[config.mk]
export PLATFORM = sky130hd
export DESIGN_NAME = lfsr_prng_stream
export DESIGN_NICKNAME = d
export VERILOG_FILES = /design/src/rtl/lfsr_pkg.sv /design/src/rtl/lfsr_core.sv /design/src/rtl/lfsr_prng_stream.sv
export SDC_FILE = /design/constraint.sdc
export NUM_CORES = 1
export LEC_CHECK = 0
export ABC_AREA = 1
export ABC_CLOCK_PERIOD_IN_PS = 2500
export BUFFER_PORTS_ARGS = -buffer_cell sky130_fd_sc_hd__buf_2
export CORE_AREA = 2 2 79 81
export DETAILED_ROUTE_END_ITERATION = 12
export DIE_AREA = 0 0 81 83
export PLACE_DENSITY = 0.79
export REMOVE_ABC_BUFFERS = 1
export SYNTH_ARGS = -nofsm -noshare
export SYNTH_HDL_FRONTEND = slang
export SYNTH_SLANG_ARGS = --single-unit
[constraint.sdc]
create_clock -name CLK -period 2.5 [get_ports CLK]
set_clock_uncertainty 0.2 [all_clocks]
set_input_delay 0.125 -clock CLK [delete_from_list [all_inputs] [get_ports CLK]]
set_output_delay 0.125 -clock CLK [all_outputs]
set_load 0.02 [all_outputs]
[src/rtl/lfsr_pkg.sv]
// Shared LFSR constants: maximal-length Fibonacci tap masks and the
// operation encoding used by the LFSR core.
package lfsr_pkg;

    // Operation selected by the core on each clock.
    typedef enum logic [1:0] {
        CORE_HOLD    = 2'd0,
        CORE_STEP    = 2'd1,
        CORE_RECOVER = 2'd2,
        CORE_LOAD    = 2'd3
    } core_op_e;

    localparam int unsigned LFSR_MIN_WIDTH = 3;
    localparam int unsigned LFSR_MAX_WIDTH = 64;

    // Maximal-length taps, bit i set => state[i] enters the XOR.
    localparam logic [63:0] TAPS_W3  = 64'h0000_0000_0000_0006;
    localparam logic [63:0] TAPS_W4  = 64'h0000_0000_0000_000C;
    localparam logic [63:0] TAPS_W5  = 64'h0000_0000_0000_0014;
    localparam logic [63:0] TAPS_W6  = 64'h0000_0000_0000_0030;
    localparam logic [63:0] TAPS_W7  = 64'h0000_0000_0000_0060;
    localparam logic [63:0] TAPS_W8  = 64'h0000_0000_0000_00B8;
    localparam logic [63:0] TAPS_W9  = 64'h0000_0000_0000_0110;
    localparam logic [63:0] TAPS_W10 = 64'h0000_0000_0000_0240;
    localparam logic [63:0] TAPS_W11 = 64'h0000_0000_0000_0500;
    localparam logic [63:0] TAPS_W12 = 64'h0000_0000_0000_0829;
    localparam logic [63:0] TAPS_W13 = 64'h0000_0000_0000_100D;
    localparam logic [63:0] TAPS_W14 = 64'h0000_0000_0000_2015;
    localparam logic [63:0] TAPS_W15 = 64'h0000_0000_0000_6000;
    localparam logic [63:0] TAPS_W16 = 64'h0000_0000_0000_D008;
    localparam logic [63:0] TAPS_W17 = 64'h0000_0000_0001_2000;
    localparam logic [63:0] TAPS_W18 = 64'h0000_0000_0002_0400;
    localparam logic [63:0] TAPS_W19 = 64'h0000_0000_0004_0023;
    localparam logic [63:0] TAPS_W20 = 64'h0000_0000_0009_0000;
    localparam logic [63:0] TAPS_W21 = 64'h0000_0000_0014_0000;
    localparam logic [63:0] TAPS_W22 = 64'h0000_0000_0030_0000;
    localparam logic [63:0] TAPS_W23 = 64'h0000_0000_0042_0000;
    localparam logic [63:0] TAPS_W24 = 64'h0000_0000_00E1_0000;
    localparam logic [63:0] TAPS_W25 = 64'h0000_0000_0120_0000;
    localparam logic [63:0] TAPS_W26 = 64'h0000_0000_0200_0023;
    localparam logic [63:0] TAPS_W27 = 64'h0000_0000_0400_0013;
    localparam logic [63:0] TAPS_W28 = 64'h0000_0000_0900_0000;
    localparam logic [63:0] TAPS_W29 = 64'h0000_0000_1400_0000;
    localparam logic [63:0] TAPS_W30 = 64'h0000_0000_2000_0029;
    localparam logic [63:0] TAPS_W31 = 64'h0000_0000_4800_0000;
    localparam logic [63:0] TAPS_W32 = 64'h0000_0000_8020_0003;
    localparam logic [63:0] TAPS_W64 = 64'hD800_0000_0000_0000;

    // Default tap mask for a given register length; zero if no entry exists.
    function automatic logic [63:0] lfsr_taps(input int unsigned width);
        logic [63:0] t;
        t = '0;
        case (width)
            3:       t = TAPS_W3;
            4:       t = TAPS_W4;
            5:       t = TAPS_W5;
            6:       t = TAPS_W6;
            7:       t = TAPS_W7;
            8:       t = TAPS_W8;
            9:       t = TAPS_W9;
            10:      t = TAPS_W10;
            11:      t = TAPS_W11;
            12:      t = TAPS_W12;
            13:      t = TAPS_W13;
            14:      t = TAPS_W14;
            15:      t = TAPS_W15;
            16:      t = TAPS_W16;
            17:      t = TAPS_W17;
            18:      t = TAPS_W18;
            19:      t = TAPS_W19;
            20:      t = TAPS_W20;
            21:      t = TAPS_W21;
            22:      t = TAPS_W22;
            23:      t = TAPS_W23;
            24:      t = TAPS_W24;
            25:      t = TAPS_W25;
            26:      t = TAPS_W26;
            27:      t = TAPS_W27;
            28:      t = TAPS_W28;
            29:      t = TAPS_W29;
            30:      t = TAPS_W30;
            31:      t = TAPS_W31;
            32:      t = TAPS_W32;
            64:      t = TAPS_W64;
            default: t = '0;
        endcase
        return t;
    endfunction

endpackage

[src/rtl/lfsr_core.sv]
// Fibonacci LFSR register: feedback XOR, load/step selection and recovery
// from the (illegal) all-zero state.
module lfsr_core
    import lfsr_pkg::*;
#(
    parameter int unsigned      WIDTH = 32,
    parameter logic [WIDTH-1:0] TAPS  = WIDTH'(lfsr_taps(WIDTH)),
    parameter logic [WIDTH-1:0] INIT  = WIDTH'(1)
) (
    input  logic             CLK,
    input  logic             RESET,
    input  logic             step,
    input  logic             load,
    input  logic [WIDTH-1:0] load_val,
    output logic [WIDTH-1:0] state,
    output logic             fb
);

    logic [WIDTH-1:0] state_q;
    logic [WIDTH-1:0] state_d;
    core_op_e         op;

    // Feedback bit: parity of the tapped state bits.
    always_comb begin
        fb = ^(state_q & TAPS);
    end

    // Pick the operation; a load wins, a step from zero becomes a recovery.
    always_comb begin
        if (load) begin
            op = CORE_LOAD;
        end else if (step && (state_q == '0)) begin
            op = CORE_RECOVER;
        end else if (step) begin
            op = CORE_STEP;
        end else begin
            op = CORE_HOLD;
        end
    end

    // Next state; a zero load value is replaced by INIT so the register never locks.
    always_comb begin
        state_d = state_q;
        unique case (op)
            CORE_LOAD:    state_d = (load_val == '0) ? INIT : load_val;
            CORE_RECOVER: state_d = INIT;
            CORE_STEP:    state_d = {state_q[WIDTH-2:0], fb};
            default:      state_d = state_q;
        endcase
    end

    // State register with synchronous reset to INIT.
    always_ff @(posedge CLK) begin
        if (RESET) begin
            state_q <= INIT;
        end else begin
            state_q <= state_d;
        end
    end

    assign state = state_q;

endmodule

[src/rtl/lfsr_prng_stream.sv]
// LFSR pseudo-random word stream: packs OUT_BITS feedback bits per word and
// presents them on a valid/ready interface with a sticky zero-lockup flag.
module lfsr_prng_stream
    import lfsr_pkg::*;
#(
    parameter int unsigned      WIDTH    = 32,
    parameter logic [WIDTH-1:0] TAPS     = WIDTH'(lfsr_taps(WIDTH)),
    parameter int unsigned      OUT_BITS = 8,
    parameter logic [WIDTH-1:0] INIT     = WIDTH'(1)
) (
    input  logic                CLK,
    input  logic                RESET,
    input  logic                E,
    input  logic                SEED_LD,
    input  logic [WIDTH-1:0]    SEED,
    output logic [OUT_BITS-1:0] DOUT,
    output logic                DVALID,
    input  logic                DREADY,
    output logic [WIDTH-1:0]    STATE,
    output logic                LOCKUP
);

    localparam int unsigned      CNT_W    = (OUT_BITS > 1) ? $clog2(OUT_BITS) : 1;
    localparam int unsigned      COL_W    = (OUT_BITS > 1) ? OUT_BITS - 1 : 1;
    localparam logic [CNT_W-1:0] CNT_LAST = CNT_W'(OUT_BITS - 1);

    logic [CNT_W-1:0]    cnt_q, cnt_d;
    logic [COL_W-1:0]    col_q, col_d;
    logic [OUT_BITS-1:0] dout_q, dout_d;
    logic                dvalid_q, dvalid_d;
    logic                lockup_q, lockup_d;

    logic [WIDTH-1:0]    core_state;
    logic                core_fb;
    logic [OUT_BITS-1:0] word;
    logic                cnt_last;
    logic                step_en;
    logic                complete;

    lfsr_core #(
        .WIDTH (WIDTH),
        .TAPS  (TAPS),
        .INIT  (INIT)
    ) u_core (
        .CLK      (CLK),
        .RESET    (RESET),
        .step     (step_en),
        .load     (SEED_LD),
        .load_val (SEED),
        .state    (core_state),
        .fb       (core_fb)
    );

    // Step qualification: only the word-completing step stalls behind an unaccepted word.
    // The casts truncate {collector, fb} so OUT_BITS==1 needs no separate path.
    always_comb begin
        cnt_last = (cnt_q == CNT_LAST);
        step_en  = E && !SEED_LD && !(dvalid_q && !DREADY && cnt_last);
        complete = step_en && cnt_last;
        word     = OUT_BITS'({col_q, core_fb});
    end

    // Counter, collector, output word, handshake and lockup next-state.
    always_comb begin
        cnt_d    = cnt_q;
        col_d    = col_q;
        dout_d   = dout_q;
        dvalid_d = dvalid_q;
        lockup_d = lockup_q;
        if (SEED_LD) begin
            cnt_d    = '0;
            col_d    = '0;
            dvalid_d = 1'b0;
            lockup_d = (SEED == '0);
        end else begin
            if (step_en) begin
                if (cnt_last) begin
                    cnt_d  = '0;
                    col_d  = '0;
                    dout_d = word;
                end else begin
                    cnt_d = cnt_q + CNT_W'(1);
                    col_d = COL_W'({col_q, core_fb});
                end
                if (core_state == '0) begin
                    lockup_d = 1'b1;
                end
            end
            if (complete) begin
                dvalid_d = 1'b1;
            end else if (dvalid_q && DREADY) begin
                dvalid_d = 1'b0;
            end
        end
    end

    // Stream registers; reset discards any partial word.
    always_ff @(posedge CLK) begin
        if (RESET) begin
            cnt_q    <= '0;
            col_q    <= '0;
            dout_q   <= '0;
            dvalid_q <= 1'b0;
            lockup_q <= 1'b0;
        end else begin
            cnt_q    <= cnt_d;
            col_q    <= col_d;
            dout_q   <= dout_d;
            dvalid_q <= dvalid_d;
            lockup_q <= lockup_d;
        end
    end

    assign DOUT   = dout_q;
    assign DVALID = dvalid_q;
    assign STATE  = core_state;
    assign LOCKUP = lockup_q;

endmodule
# --- Word level (Yosys, flattened, before mapping) ---
# Index checks and enable logic that the tools add are counted.
word_totals:
  register_bits: 52
classes:
  add_sub_neg: 1
  n_eq_ne: 4
  mux: 12
  n_bitwise: 1
  reduce_logical: 20
op_table:
  columns: ["op", "n"]
  rows:
  - ["32-bit one-hot mux with 3 select lines", 1]
  - ["32-bit zero test", 2]
  - ["32-bit 2-to-1 mux", 1]
  - ["32-bit XOR reduction", 1]
  - ["1-bit logical AND", 7]
  - ["7-bit 2-to-1 mux", 1]
  - ["1-bit 2-to-1 mux", 6]
  - ["2-bit nonzero test", 3]
  - ["2-bit == test (second input constant)", 2]
  - ["2-bit 2-to-1 mux", 2]
  - ["3-bit by 1-bit adder with 3-bit output (second input constant)", 1]
  - ["3-bit == test (second input constant)", 1]
  - ["1-bit zero test", 3]
  - ["3-bit 2-to-1 mux", 1]
  - ["3-bit AND reduction", 1]
  - ["3-bit nonzero test", 1]
  - ["2-bit by 1-bit == test with 1-bit output (second input constant)", 1]
  - ["2-bit AND reduction", 1]
  - ["2-bit OR reduction", 1]
  - ["1-bit inverter", 1]

# --- Logic depth before layout (Yosys ltp) ---
depth:
  depth_word: 10
  mapped_depth: 10
  depth_no_buf: 10

# --- Hierarchy ---
# From an unflattened synthesis, not the netlist that was laid out.
hier_totals:
  cells_unflattened: 419
  area_unflattened_um2: 3213.1
by_module_without_submodules:
  columns: ["module", "instances", "cells_each", "area_each_um2", "seq_area_each_um2"]
  rows:
  - ["lfsr_core", 1, 259, 2021.9, 640.6]
  - ["lfsr_prng_stream", 1, 160, 1191.1, 400.4]

# --- Worst setup path before layout ---
# OpenSTA, ideal clock, no wires.
synth_timing:
  path_type: "reg-to-reg"
  start: "register cnt_q[0]"
  end: "register dout_q[1] (netlist: DOUT[1])"
  setup_time_ns: 0.066
  arrival_time_ns: 1.444
  required_ns: 2.234
  path_slack_ns: 0.790
  path_stages_with_launch: 11
  synth_period_minus_slack_ns: 1.710
  path_cell_list: "dfxtp_1 -> ha_1 -> ha_1 -> nand2_2 -> nand2_4 -> inv_4 -> nand2_8 -> inv_8 -> buf_6 -> nand3_2 -> a21oi_2"
synth_between:
  elab_chain_len: 5
synth_rtl:
  columns: ["item", "line", "text"]
  rows:
  - ["start: declaration", "lfsr_prng_stream.sv:27", "logic [CNT_W-1:0] cnt_q, cnt_d;"]
  - ["start signal: assignment", "lfsr_prng_stream.sv:106", "cnt_q <= cnt_d;"]
  - ["3-bit == test (*)", "lfsr_prng_stream.sv:57", "cnt_last = (cnt_q == CNT_LAST);"]
  - ["1-bit logical AND", "lfsr_prng_stream.sv:58", "step_en = E && !SEED_LD && !(dvalid_q && !DREADY && cnt_last);"]
  - ["1-bit zero test", "lfsr_prng_stream.sv:58", null]
  - ["1-bit logical AND", "lfsr_prng_stream.sv:58", null]
  - ["3-bit AND reduction (no source line) (*)", null, null]
  - ["end signal: assignment", "lfsr_prng_stream.sv:108", "dout_q <= dout_d;"]
  - ["end: declaration", "lfsr_prng_stream.sv:29", "logic [OUT_BITS-1:0] dout_q, dout_d;"]
# Every way passes the cells marked *; elsewhere a longest branch is shown, timed or not.
# A chain may end at the register's enable or synchronous reset.

# --- Worst setup path in the final report ---
layout_timing:
  start: "register cnt_q[0]"
  end: "register u_core.state_q[13] (netlist: u_core.state[13])"
layout_between:
  elab_chain_len: 9
  word_cells_on_any_way: 13
  cone_classes: "eq/ne (4); mux (4); reduce/logical (5)"
layout_rtl:
  columns: ["item", "line", "text"]
  rows:
  - ["3-bit == test (*)", "lfsr_prng_stream.sv:57", null]
  - ["1-bit logical AND (*)", "lfsr_prng_stream.sv:58", null]
  - ["1-bit zero test (*)", "lfsr_prng_stream.sv:58", null]
  - ["1-bit logical AND (*)", "lfsr_prng_stream.sv:58", null]
  - ["1-bit 2-to-1 mux / 1-bit logical AND (equally long branches)", "lfsr_core.sv:34, lfsr_core.sv:32", null]
  - ["2-bit 2-to-1 mux (*)", "lfsr_core.sv:32", "end else if (step && (state_q == '0)) begin"]
  - ["2-bit 2-to-1 mux (*)", "lfsr_core.sv:30", "if (load) begin"]
  - ["2-bit by 1-bit == test with 1-bit output / 2-bit == test (equally long branches)", "lfsr_core.sv:44", "unique case (op)"]
  - ["32-bit one-hot mux with 3 select lines / 3-bit nonzero test (equally long branches)", null, null]
  - ["end signal: assignment", "lfsr_core.sv:57", "state_q <= state_d;"]
  - ["end: declaration", "lfsr_core.sv:19", "logic [WIDTH-1:0] state_q;"]
# Marks and branches as above.

==> key figures <==
Floorplanning
  – Row count: 28
  – Die area: 6720 µm²
  – I/O Pins: 79
  – Initial Util: 0.485
  – Die X: 81 µm
  – Die Ht: 83 µm
  – Core Area: 5820 µm²

Global routing
  – First-pass GRT wire length: 11.9 mm
  – Vias in the first global route: 2,688
  – Global route total overflow: 0
  – Initial antenna violation count: 0
  – Largest net degree at the start of global routing: 65
  – Total track usage: 0.217

Detailed routing
  – Final ANT Viol Nets: 0
  – Drt total wl: 7.18 mm
  – Vias/cell: 5.10
  – Drt pass-1 iters: 4
  – Remaining DRCs: 0
  – Vias: 2,885
  – WL/cell: 12.7 µm
  – 1st-iter DRT viols: 150

Logic synthesis
  – Cells after Synth: 390
  – Top FF cell, synth: dfxtp_1
  – Number of synthesized register bits: 52
  – Post-Synthesis Cell Area: 2820 µm²
  – Synth cell types: 32
  – Sequential share of the synthesized area: 0.369
  – Asr flop ratio synth: 0
  – Ys Warns: 0
  – EDFF count, synth: 0
  – Mean Syn Cell Area: 7.24 µm²

Worst hold path
  – Hold path depth: 4
  – HP Class: input pin to flip-flop
  – Hold Crit Start: E
  – Hold path endpoint: cnt_q[2]

Timing
  – Worst Max-Slew Pin Slew: 0.883 ns
  – Setup TNS: 0 ns
  – Fin crit period: 1.97 ns
  – Slew Limit Fails: 0
  – Max-slew headroom: 0.411
  – Final hold vios: 0
  – Fmax: 0.508 GHz
  – Setup violators final: 0
  – Final period utilization: 0.787
  – RSZ-0062 raised after global routing: no

Worst setup path
  – Kind of critical path: flip-flop to flip-flop
  – Startpoint Class: flip-flop
  – R2r endpoint: u_core.state[13]
  – Crit path max-delay cell type: nand2_4
  – Reg2reg setup slack: 0.53 ns
  – Slowest cell delay on critical path: 0.38 ns
  – Reg2reg start: cnt_q[0]
  – Critical Path RT: 2.51 ns
  – Worst R2R Path Depth: 7
  – CP Max Fanout: 64
  – CP cell instances: ha_1 > ha_1 > nand2_2 > nand2_4 > nand2_4 > a21boi_0 > a21oi_1
  – Data arrival, critical path: 1.98 ns
  – Start point of the critical path: cnt_q[0]
  – Crit. End Element: flip-flop

Clocking
  – Max Buffers Root-to-Sink: 2
  – Clk sinks: 52
  – H-tree depth: 2
  – Clock Pin Slew Worst Setup and Hold Paths: 0.10 ns
  – Worst-Skew Late Latency: 0.31 ns
  – TritonCTS clock tree: yes
  – Post-cts sizing count: 0
  – Num CTS Buffers: 5
  – Clk root buf: clkbuf_8

Cells and area
  – Layout area overhead: 28.8%
  – Final Util: 0.625
  – Layout cells sized above 1: 0.230
  – Antenna cells: 0
  – Layout net count: 530

Job
  – MaxCap Viol Count: 0

Power
  – Max VDD drop: 0.000261 V
  – Pwr/cell area: 522 nW/µm²
  – Pleak: 1.58 nW

Placement
  – Post-DP HPWL: 4.73 mm
  – Routability cong.: 0.838
  – Port Buffers: 78

Run status
  – Status: completed
## synth_stat cells (2+ instances only)
cell type	n	area, µm²
nand3_1	35	175
o21ai_0	36	180
nand2_1	56	210
nand2_2	2	12.5
a21oi_2	7	61.3
nor2_1	46	173
buf_4	3	22.5
dfxtp_1	52	1040
a21boi_0	20	150
a21boi_1	11	82.6
clkbuf_1	5	18.8
buf_2	4	20.0
nand3_2	7	70.1
a21oi_1	42	210
ha_1	3	37.5
inv_1	37	139
buf_6	7	78.8
nand2_4	3	33.8
## cells by family after synthesis
family                     count (synthesis)  share of synthesized area
xor gates and xnor gates                   2                    0.00621
AOI/OAI and AO/OA                        116                      0.242
buffers and inverters                     62                      0.111
and+or+nand+nor                          155                      0.258
DFF                                       52                      0.369
adders and majority gates                  3                     0.0133
## per-stage QoR
stage	hold slack (ns)	cells	power [W]	setup WS [ns]	cell area, µm²
final	0.00928	566	0.00190	0.532	3630
after global routing	0.0175	566	0.00199	0.359	3630
after CTS	0.00867	566	0.00191	0.530	3630
after detailed placement	0.218	524	0.00126	0.557	3170
after global placement	0.209	524	0.00125	0.616	3170
after floorplan	-0.0126	369	0.00113	0.485	2670
## layer usage
metal	GRT usage	wire [µm]	up-vias
met3	0.0478	460	8
met4	0.0632	96	0
met1	0.278	3080	1318
li1	-	-	1476
met2	0.361	3540	83
met5	0	0	-
## how the worst max path moves through the flow
stage          slack [ns]  depth (start not counted)          endpoint
2_1_floorplan        0.48                         10           DOUT[0]
3_3_place_gp         0.62                          7  u_core.state[31]
3_5_place_dp         0.56                          7  u_core.state[31]
4_1_cts              0.53                          7  u_core.state[31]
5_1_grt              0.36                          7  u_core.state[14]
6_report             0.53                          7  u_core.state[13]
## placed cells by master, fill, tap and decap left out, types with 20 or more instances in the layout
cell / netlist / routed
inv_1: 37 / 37
nor2_1: 46 / 46
nand2_1: 56 / 56
buf_2: 4 / 78
o21ai_0: 36 / 36
nand3_1: 35 / 35
a21boi_0: 20 / 20
dfxtp_1: 52 / 52
a21oi_1: 42 / 42
dlygate4sd3_1: 0 / 34
## repair_timing
| item | 4_1_cts | 5_1_grt |
|---|---|---|
| buffers inserted | 0 | 0 |
| hold buffers | 34 | 0 |
| endpoints found under the hold margin | 41 | 0 |
| endpoints found under the setup margin | 0 | 0 |
## report_power, final
group / switching [W] / leakage (nW) / internal [W]
combinational: 0.000222 / 1.09 / 0.000158
sequential: 0.0000394 / 0.426 / 0.000868
clock: 0.000282 / 0.0614 / 0.000328
## worst max-delay path: cells and delay by family, from the launching register on
| family | cells | cell delay, ns |
|---|---|---|
| flip-flops | 1 | 0.34 |
| AND/OR/NAND/NOR | 3 | 0.54 |
| AO/OA/AOI/OAI | 2 | 0.36 |
| adder cells (fa/ha/maj) | 2 | 0.40 |
## area by class of cell
class	instances	area [µm²]
Fill cell	532	2180
Multi-Input combinational cell	276	1470
Sequential cell	52	1040
Timing Repair Buffer	114	746
Inverter	41	164
Tap cell	75	93.8
Clock buffer	6	82.6
Clock inverter	2	38.8
## registers in the layout, summed over array words and instances, names as in the netlist
signal	flops
col_q	7
u_core.state	32
DVALID	1
DOUT	8
cnt_q	3
LOCKUP	1
(Power assumes the default switching activity.)
